$ cat config.mk
export PLATFORM = sky130hd
export DESIGN_NAME = trim_sar_ctrl
export DESIGN_NICKNAME = d
export VERILOG_FILES = /design/src/rtl/trim_pkg.sv /design/src/rtl/trim_tick_gen.sv /design/src/rtl/trim_sar_ctrl.sv
export SDC_FILE = /design/constraint.sdc
export NUM_CORES = 1
export LEC_CHECK = 0
export ABC_AREA = 1
export CORE_UTILIZATION = 49
export DETAILED_ROUTE_END_ITERATION = 8
export PLACE_DENSITY = 0.69
export SYNTH_ARGS = -nofsm -noshare
export SYNTH_HDL_FRONTEND = slang
export SYNTH_HIERARCHICAL = 1
export SYNTH_SLANG_ARGS = --single-unit
$ cat constraint.sdc
create_clock -name CLOCK_50 -period 2.1 [get_ports CLOCK_50]
set_clock_uncertainty 0.05 [all_clocks]
set_input_delay 0.63 -clock CLOCK_50 [delete_from_list [all_inputs] [get_ports CLOCK_50]]
set_output_delay 0.63 -clock CLOCK_50 [all_outputs]
set_load 0.05 [all_outputs]
$ cat src/rtl/trim_pkg.sv
// Shared types and constants for the bandgap trim SAR sequencer.
// Also used by benches and the manual-load path.
package trim_pkg;

  localparam int unsigned CODE_W = 12;

  localparam logic [CODE_W-1:0] TRIM_NOMINAL = 12'h7BF;

  typedef enum logic [2:0] {
    ST_IDLE,
    ST_SETUP,
    ST_LOAD,
    ST_SETTLE,
    ST_SAMPLE,
    ST_NEXT,
    ST_FINISH,
    ST_ERROR
  } state_t;

endpackage

$ cat src/rtl/trim_tick_gen.sv
// Free-running timing tick divider, one-cycle tick every CLK_DIV clocks.
// Shared with the trim shifter's serial clock divider.
module trim_tick_gen #(
  parameter int unsigned CLK_DIV = 50000
) (
  input  logic CLOCK_50,
  input  logic RST,
  input  logic clr,
  output logic tick
);

  localparam int unsigned W = (CLK_DIV > 1) ? $clog2(CLK_DIV) : 1;
  localparam logic [W-1:0] LAST = W'(CLK_DIV - 1);

  logic [W-1:0] cnt_q;

  assign tick = (cnt_q == LAST);

  always_ff @(posedge CLOCK_50 or posedge RST) begin
    if (RST)
      cnt_q <= '0;
    else if (clr || tick)
      cnt_q <= '0;
    else
      cnt_q <= cnt_q + W'(1);
  end

endmodule

$ cat src/rtl/trim_sar_ctrl.sv
// Successive-approximation search for the bandgap trim code,
// driving the serial trim shifter through its load handshake.
module trim_sar_ctrl
  import trim_pkg::*;
#(
  parameter int unsigned CLK_DIV      = 50000,
  parameter int unsigned SETTLE_TICKS = 8,
  parameter int unsigned LOAD_TIMEOUT = 64
) (
  input  logic              CLOCK_50,
  input  logic              RST,
  input  logic              START,
  input  logic              ABORT,
  input  logic              CMP,
  input  logic              LOAD_DONE,
  output logic              LOAD_REQ,
  output logic [CODE_W-1:0] LOAD_CODE,
  output logic              BUSY,
  output logic              DONE,
  output logic              ERR,
  output logic [CODE_W-1:0] TRIM_OUT,
  output logic [3:0]        BIT_IDX
);

  localparam int unsigned CMAX =
    (SETTLE_TICKS > LOAD_TIMEOUT) ? SETTLE_TICKS : LOAD_TIMEOUT;
  localparam int unsigned CW = $clog2(CMAX + 1);
  localparam logic [CW-1:0] SET_LAST = CW'(SETTLE_TICKS - 1);
  localparam logic [CW-1:0] TO_LAST  = CW'(LOAD_TIMEOUT - 1);
  localparam logic [CODE_W-1:0] MSB_CODE = {1'b1, {(CODE_W-1){1'b0}}};

  state_t state_q;
  logic [CODE_W-1:0] code_q;
  logic [CODE_W-1:0] trim_q;
  logic [3:0] bit_q;
  logic [CW-1:0] cnt_q;
  logic fin_q;
  logic req_q;
  logic busy_q;
  logic done_q;
  logic err_q;

  logic [1:0] start_sq;
  logic [1:0] abort_sq;
  logic [1:0] cmp_sq;
  logic start_pq;

  logic start_rise;
  logic abort_s;
  logic cmp_s;
  logic tick;
  logic tick_clr;

  assign start_rise = start_sq[1] & ~start_pq;
  assign abort_s = abort_sq[1];
  assign cmp_s = cmp_sq[1];
  assign tick_clr = (state_q == ST_LOAD) && LOAD_DONE;

  trim_tick_gen #(
    .CLK_DIV(CLK_DIV)
  ) u_tick (
    .CLOCK_50(CLOCK_50),
    .RST(RST),
    .clr(tick_clr),
    .tick(tick)
  );

  always_ff @(posedge CLOCK_50 or posedge RST) begin
    if (RST) begin
      start_sq <= '0;
      abort_sq <= '0;
      cmp_sq <= '0;
      start_pq <= 1'b0;
    end else begin
      start_sq <= {start_sq[0], START};
      abort_sq <= {abort_sq[0], ABORT};
      cmp_sq <= {cmp_sq[0], CMP};
      start_pq <= start_sq[1];
    end
  end

  always_ff @(posedge CLOCK_50 or posedge RST) begin
    if (RST) begin
      state_q <= ST_IDLE;
      code_q <= '0;
      trim_q <= '0;
      bit_q <= '0;
      cnt_q <= '0;
      fin_q <= 1'b0;
      req_q <= 1'b0;
      busy_q <= 1'b0;
      done_q <= 1'b0;
      err_q <= 1'b0;
    end else begin
      done_q <= 1'b0;
      unique case (state_q)
        ST_IDLE, ST_ERROR: begin
          if (start_rise) begin
            state_q <= ST_SETUP;
            err_q <= 1'b0;
            busy_q <= 1'b1;
            bit_q <= 4'(CODE_W - 1);
            code_q <= MSB_CODE;
            fin_q <= 1'b0;
          end
        end
        ST_SETUP: begin
          if (abort_s) begin
            state_q <= ST_IDLE;
            busy_q <= 1'b0;
          end else begin
            req_q <= 1'b1;
            cnt_q <= '0;
            state_q <= ST_LOAD;
          end
        end
        // Abort is only honoured at frame end so the shifter is never cut.
        ST_LOAD: begin
          if (LOAD_DONE) begin
            req_q <= 1'b0;
            cnt_q <= '0;
            if (abort_s) begin
              state_q <= ST_IDLE;
              busy_q <= 1'b0;
            end else if (fin_q) begin
              state_q <= ST_FINISH;
              trim_q <= code_q;
              done_q <= 1'b1;
            end else begin
              state_q <= ST_SETTLE;
            end
          end else if (tick) begin
            if (cnt_q == TO_LAST) begin
              state_q <= ST_ERROR;
              err_q <= 1'b1;
              busy_q <= 1'b0;
              req_q <= 1'b0;
            end else if (cnt_q != '1) begin
              cnt_q <= cnt_q + CW'(1);
            end
          end
        end
        ST_SETTLE: begin
          if (abort_s) begin
            state_q <= ST_IDLE;
            busy_q <= 1'b0;
          end else if (tick) begin
            if (cnt_q == SET_LAST)
              state_q <= ST_SAMPLE;
            else if (cnt_q != '1)
              cnt_q <= cnt_q + CW'(1);
          end
        end
        ST_SAMPLE: begin
          if (abort_s) begin
            state_q <= ST_IDLE;
            busy_q <= 1'b0;
          end else begin
            if (cmp_s)
              code_q[bit_q] <= 1'b0;
            state_q <= ST_NEXT;
          end
        end
        ST_NEXT: begin
          if (abort_s) begin
            state_q <= ST_IDLE;
            busy_q <= 1'b0;
          end else begin
            if (bit_q == 4'd0) begin
              fin_q <= 1'b1;
            end else begin
              bit_q <= bit_q - 4'd1;
              code_q[bit_q - 4'd1] <= 1'b1;
            end
            req_q <= 1'b1;
            cnt_q <= '0;
            state_q <= ST_LOAD;
          end
        end
        ST_FINISH: begin
          busy_q <= 1'b0;
          state_q <= ST_IDLE;
        end
        default: state_q <= ST_IDLE;
      endcase
    end
  end

  assign LOAD_REQ = req_q;
  assign LOAD_CODE = code_q;
  assign BUSY = busy_q;
  assign DONE = done_q;
  assign ERR = err_q;
  assign TRIM_OUT = trim_q;
  assign BIT_IDX = bit_q;

endmodule
==> run_summary.xml <==
<?xml version="1.0" encoding="UTF-8"?>
<metrics>
  <group name="timing">
    <metric name="final.setup.tns" unit="ns">0</metric>
    <metric name="finalCriticalPeriod" unit="ns">1.99</metric>
    <metric name="final_min_period_over_clock_period" unit="%">94.6</metric>
    <metric name="worst_slew_pin_slew" unit="ns">0.536</metric>
    <metric name="report.final.setup_viol" unit="">0</metric>
    <metric name="clock.fmax" unit="MHz">503</metric>
    <metric name="postLayoutSetupSlackWorst" unit="ns">0.113</metric>
    <metric name="relSlewSlack" unit="%">64.2</metric>
    <metric name="drv_slew" unit="">0</metric>
    <metric name="hold_viol" unit="">0</metric>
  </group>
  <group name="setup_path">
    <metric name="timing.reg2reg.setup_slack" unit="ns">0.11</metric>
    <metric name="cp-startpoint" unit="">u_tick/cnt_q[12]</metric>
    <metric name="r2r-start" unit="">u_tick/cnt_q[12]</metric>
    <metric name="cp-end-kind" unit="">flip-flop</metric>
    <metric name="worstPathRequired" unit="ns">2.34</metric>
    <metric name="cp-start-kind" unit="">flip-flop</metric>
    <metric name="worstPathMaxFanout" unit="">7</metric>
    <metric name="critical_path_arrival" unit="ns">2.22</metric>
    <metric name="path_class" unit="">flip-flop to flip-flop</metric>
  </group>
  <group name="clock_tree">
    <metric name="total_number_of_h_tree_levels" unit="">3</metric>
    <metric name="tritoncts" unit="">built</metric>
    <metric name="cts-root-to-sink-buffers" unit="">2</metric>
    <metric name="clkTransAtPathRegs" unit="ns">0.08</metric>
    <metric name="tritoncts.num_buffers" unit="">9</metric>
    <metric name="cts_num_sinks" unit="">66</metric>
    <metric name="worst_skew_pair.late_latency" unit="ns">0.34</metric>
    <metric name="cts_root_buffer" unit="">clkbuf_8</metric>
  </group>
  <group name="route">
    <metric name="wl" unit="um">8370</metric>
    <metric name="drtPass1Iterations" unit="">4</metric>
    <metric name="wl_per_cell" unit="um">12.6</metric>
    <metric name="route.detailed.drc" unit="">0</metric>
    <metric name="vias_per_cell" unit="">5.01</metric>
    <metric name="ant_nets" unit="">0</metric>
    <metric name="drt_first_iter_violations" unit="">149</metric>
    <metric name="detailed_route_via_count" unit="">3329</metric>
  </group>
  <group name="placed_design">
    <metric name="preCtsSetupSlack" unit="ns">0.0253</metric>
    <metric name="detailedPlacementHpwl" unit="um">6170</metric>
    <metric name="io_buffers" unit="">37</metric>
    <metric name="gpl.final_weighted_congestion" unit="">0.857</metric>
  </group>
  <group name="die">
    <metric name="num_io_pins" unit="">38</metric>
    <metric name="die_width" unit="um">89.1</metric>
    <metric name="floorplan_die_height" unit="um">89.1</metric>
    <metric name="row_count" unit="">31</metric>
    <metric name="die-area" unit="um^2">7940</metric>
    <metric name="initial_core_util" unit="%">51.0</metric>
    <metric name="core-area" unit="um^2">7290</metric>
  </group>
  <group name="logic_synthesis">
    <metric name="netlist_area" unit="um^2">3720</metric>
    <metric name="synth-edff-count" unit="">0</metric>
    <metric name="synth-main-ff-cell" unit="">dfrtp_1</metric>
    <metric name="synth.distinct_cells" unit="">36</metric>
    <metric name="synthesis.instances" unit="">501</metric>
    <metric name="synth.net_count" unit="">516</metric>
    <metric name="synth.ff_latch_count" unit="">66</metric>
    <metric name="postSynth.asyncResetShare" unit="%">100</metric>
    <metric name="synth-seq-area-share" unit="%">44.4</metric>
    <metric name="synthesis.yosys.warnings" unit="">6</metric>
    <metric name="synthesized_area_per_cell" unit="um^2">7.42</metric>
  </group>
  <group name="global_route">
    <metric name="grt_start_max_net_pins" unit="">51</metric>
    <metric name="global_route.overflow_total" unit="">0</metric>
    <metric name="grt_first_pass_wirelength" unit="um">13300</metric>
    <metric name="initial_antenna_violation_count" unit="">0</metric>
    <metric name="first_global_vias" unit="">2928</metric>
    <metric name="grtUsageTotal" unit="%">22.1</metric>
  </group>
  <group name="worst_hold_path">
    <metric name="worstHoldStart" unit="">cmp_sq[0]</metric>
    <metric name="hp-class" unit="">flip-flop to flip-flop</metric>
  </group>
  <group name="layout">
    <metric name="antenna_cells" unit="">0</metric>
    <metric name="area_growth_syn_to_layout" unit="%">20.2</metric>
    <metric name="post_route_cells_drive_above_1_share" unit="%">17.3</metric>
    <metric name="finalNetCount" unit="">575</metric>
  </group>
  <group name="flow_run">
    <metric name="cap_violations" unit="">0</metric>
  </group>
  <group name="pwr">
    <metric name="power.density" unit="nW/um^2">1150</metric>
    <metric name="irDropWorstVdd" unit="mV">1.10</metric>
    <metric name="leakage" unit="nW">2.32</metric>
  </group>
  <group name="run_status">
    <metric name="status" unit="">completed</metric>
  </group>
</metrics>
## what timing repair did
item | 4_1_cts | 5_1_grt
buffers inserted | 0 | 5
endpoints found under the setup margin | 0 | 10
resized for setup | 0 | 5
hold buffers | 0 | 0
## cell usage in the layout, fill, tap and decap left out, types with 2 or more instances in the layout
cell type	synthesis	final
nor2_4	6	6
o21bai_1	4	4
nand3_1	32	32
ha_1	9	8
nand2_2	2	2
nor2_1	49	48
xor2_1	5	5
clkbuf_8	0	10
a21oi_1	6	6
buf_12	0	3
o21ai_0	23	23
xnor2_1	4	4
o21ai_1	5	5
inv_1	44	42
dfrtp_1	66	66
clkinv_2	0	2
inv_2	5	7
nand2_4	2	2
clkdlybuf4s50_1	0	5
nand4_1	12	12
nand2_1	200	200
buf_4	1	48
nor2_2	5	6
## synthesized netlist by cell type, types with 2 or more instances
cell type	number	area (um^2)
nand2_2	2	12.5
nand3_1	32	160
xor2_1	5	43.8
dfrtp_1	66	1650
o21bai_1	4	30.0
buf_6	4	45.0
o21ai_0	23	115
nor2_1	49	184
o21ai_1	5	25.0
xnor2_1	4	35.0
nand2_4	2	22.5
nand4_1	12	75.1
ha_1	9	113
inv_2	5	18.8
buf_2	2	10.0
nor2_4	6	67.6
inv_1	44	165
nor2_2	5	31.3
a21oi_1	6	30.0
nand2_1	200	751
## power breakdown
part	switching, mW	internal, mW	total, mW	leakage (nW)
clock	0.508	0.582	1.09	0.103
sequential	0.189	1.47	1.66	0.870
combinational	1.60	0.804	2.41	1.35
## logic make-up (layout without fill, tap and decap cells)
logic type	count (synthesis)	after routing	synth area share, %
compound gates	44	44	6.80
xor+xnor	9	9	2.12
simple gates	315	315	36.8
fa+ha+maj	9	9	3.03
flops	66	66	44.4
buf+inv	58	122	6.83
## area by class of cell
class / count / area (um^2)
Clock inverter: 6 / 65.1
Inverter: 50 / 188
Clock buffer: 10 / 138
Multi-Input combinational cell: 377 / 1830
Tap cell: 99 / 124
Timing Repair Buffer: 56 / 470
Sequential cell: 66 / 1650
Fill cell: 689 / 2820
## state kept, by name (all words and copies together), names as in the netlist, 2 cells and up
name,count
TRIM_OUT,12
start_sq,2
cmp_sq,2
LOAD_CODE,12
BIT_IDX,4
state_q,3
cnt_q,7
u_tick/cnt_q,16
abort_sq,2
## worst max-delay path: stages (launching register included)
cell	delay [ns]
dfrtp_1	0.42
nor2_2	0.15
nand2_1	0.11
nor4_4	0.30
buf_4	0.16
inv_1	0.07
nand2_1	0.09
nand2_1	0.04
nand3b_1	0.19
nor2_4	0.20
nand2_1	0.08
nand2_1	0.07
## worst paths after layout
kind | cells after the start | to
min reg2reg | 0 | cmp_sq[1]
max in group asynchronous | 3 | BIT_IDX[2]
max reg2reg | 11 | cnt_q[6]
min | 0 | cmp_sq[1]
max | 11 | cnt_q[6]
min in group asynchronous | 3 | u_tick/cnt_q[3]
## metrics by stage
step | total power [mW] | instances | hold slack (ns) | instance area, um^2 | util [%]
2_1_floorplan | 3.48 | 501 | 0.281 | 3720 | -
3_3_place_gp | 4.01 | 643 | 0.282 | 4210 | 57.7
3_5_place_dp | 4.04 | 643 | 0.292 | 4210 | 57.7
4_1_cts | 5.14 | 659 | 0.307 | 4410 | 60.5
5_1_grt | 5.57 | 664 | 0.312 | 4470 | 61.3
6_report | 5.16 | 664 | 0.302 | 4470 | 61.3
## layer usage
| layer | share of wire (%) | wire (um) | vias up | global-route usage (%) |
|---|---|---|---|---|
| met3 | 2.7 | 228 | 15 | 3.69 |
| met2 | 48 | 4020 | 51 | 36.9 |
| met1 | 48 | 3980 | 1559 | 28.8 |
| met4 | 1.7 | 140 | 0 | 8.66 |
| met5 | 0 | 0 | - | 0 |
| li1 | - | - | 1704 | - |
Note: power is estimated with default switching activity, not from simulation.
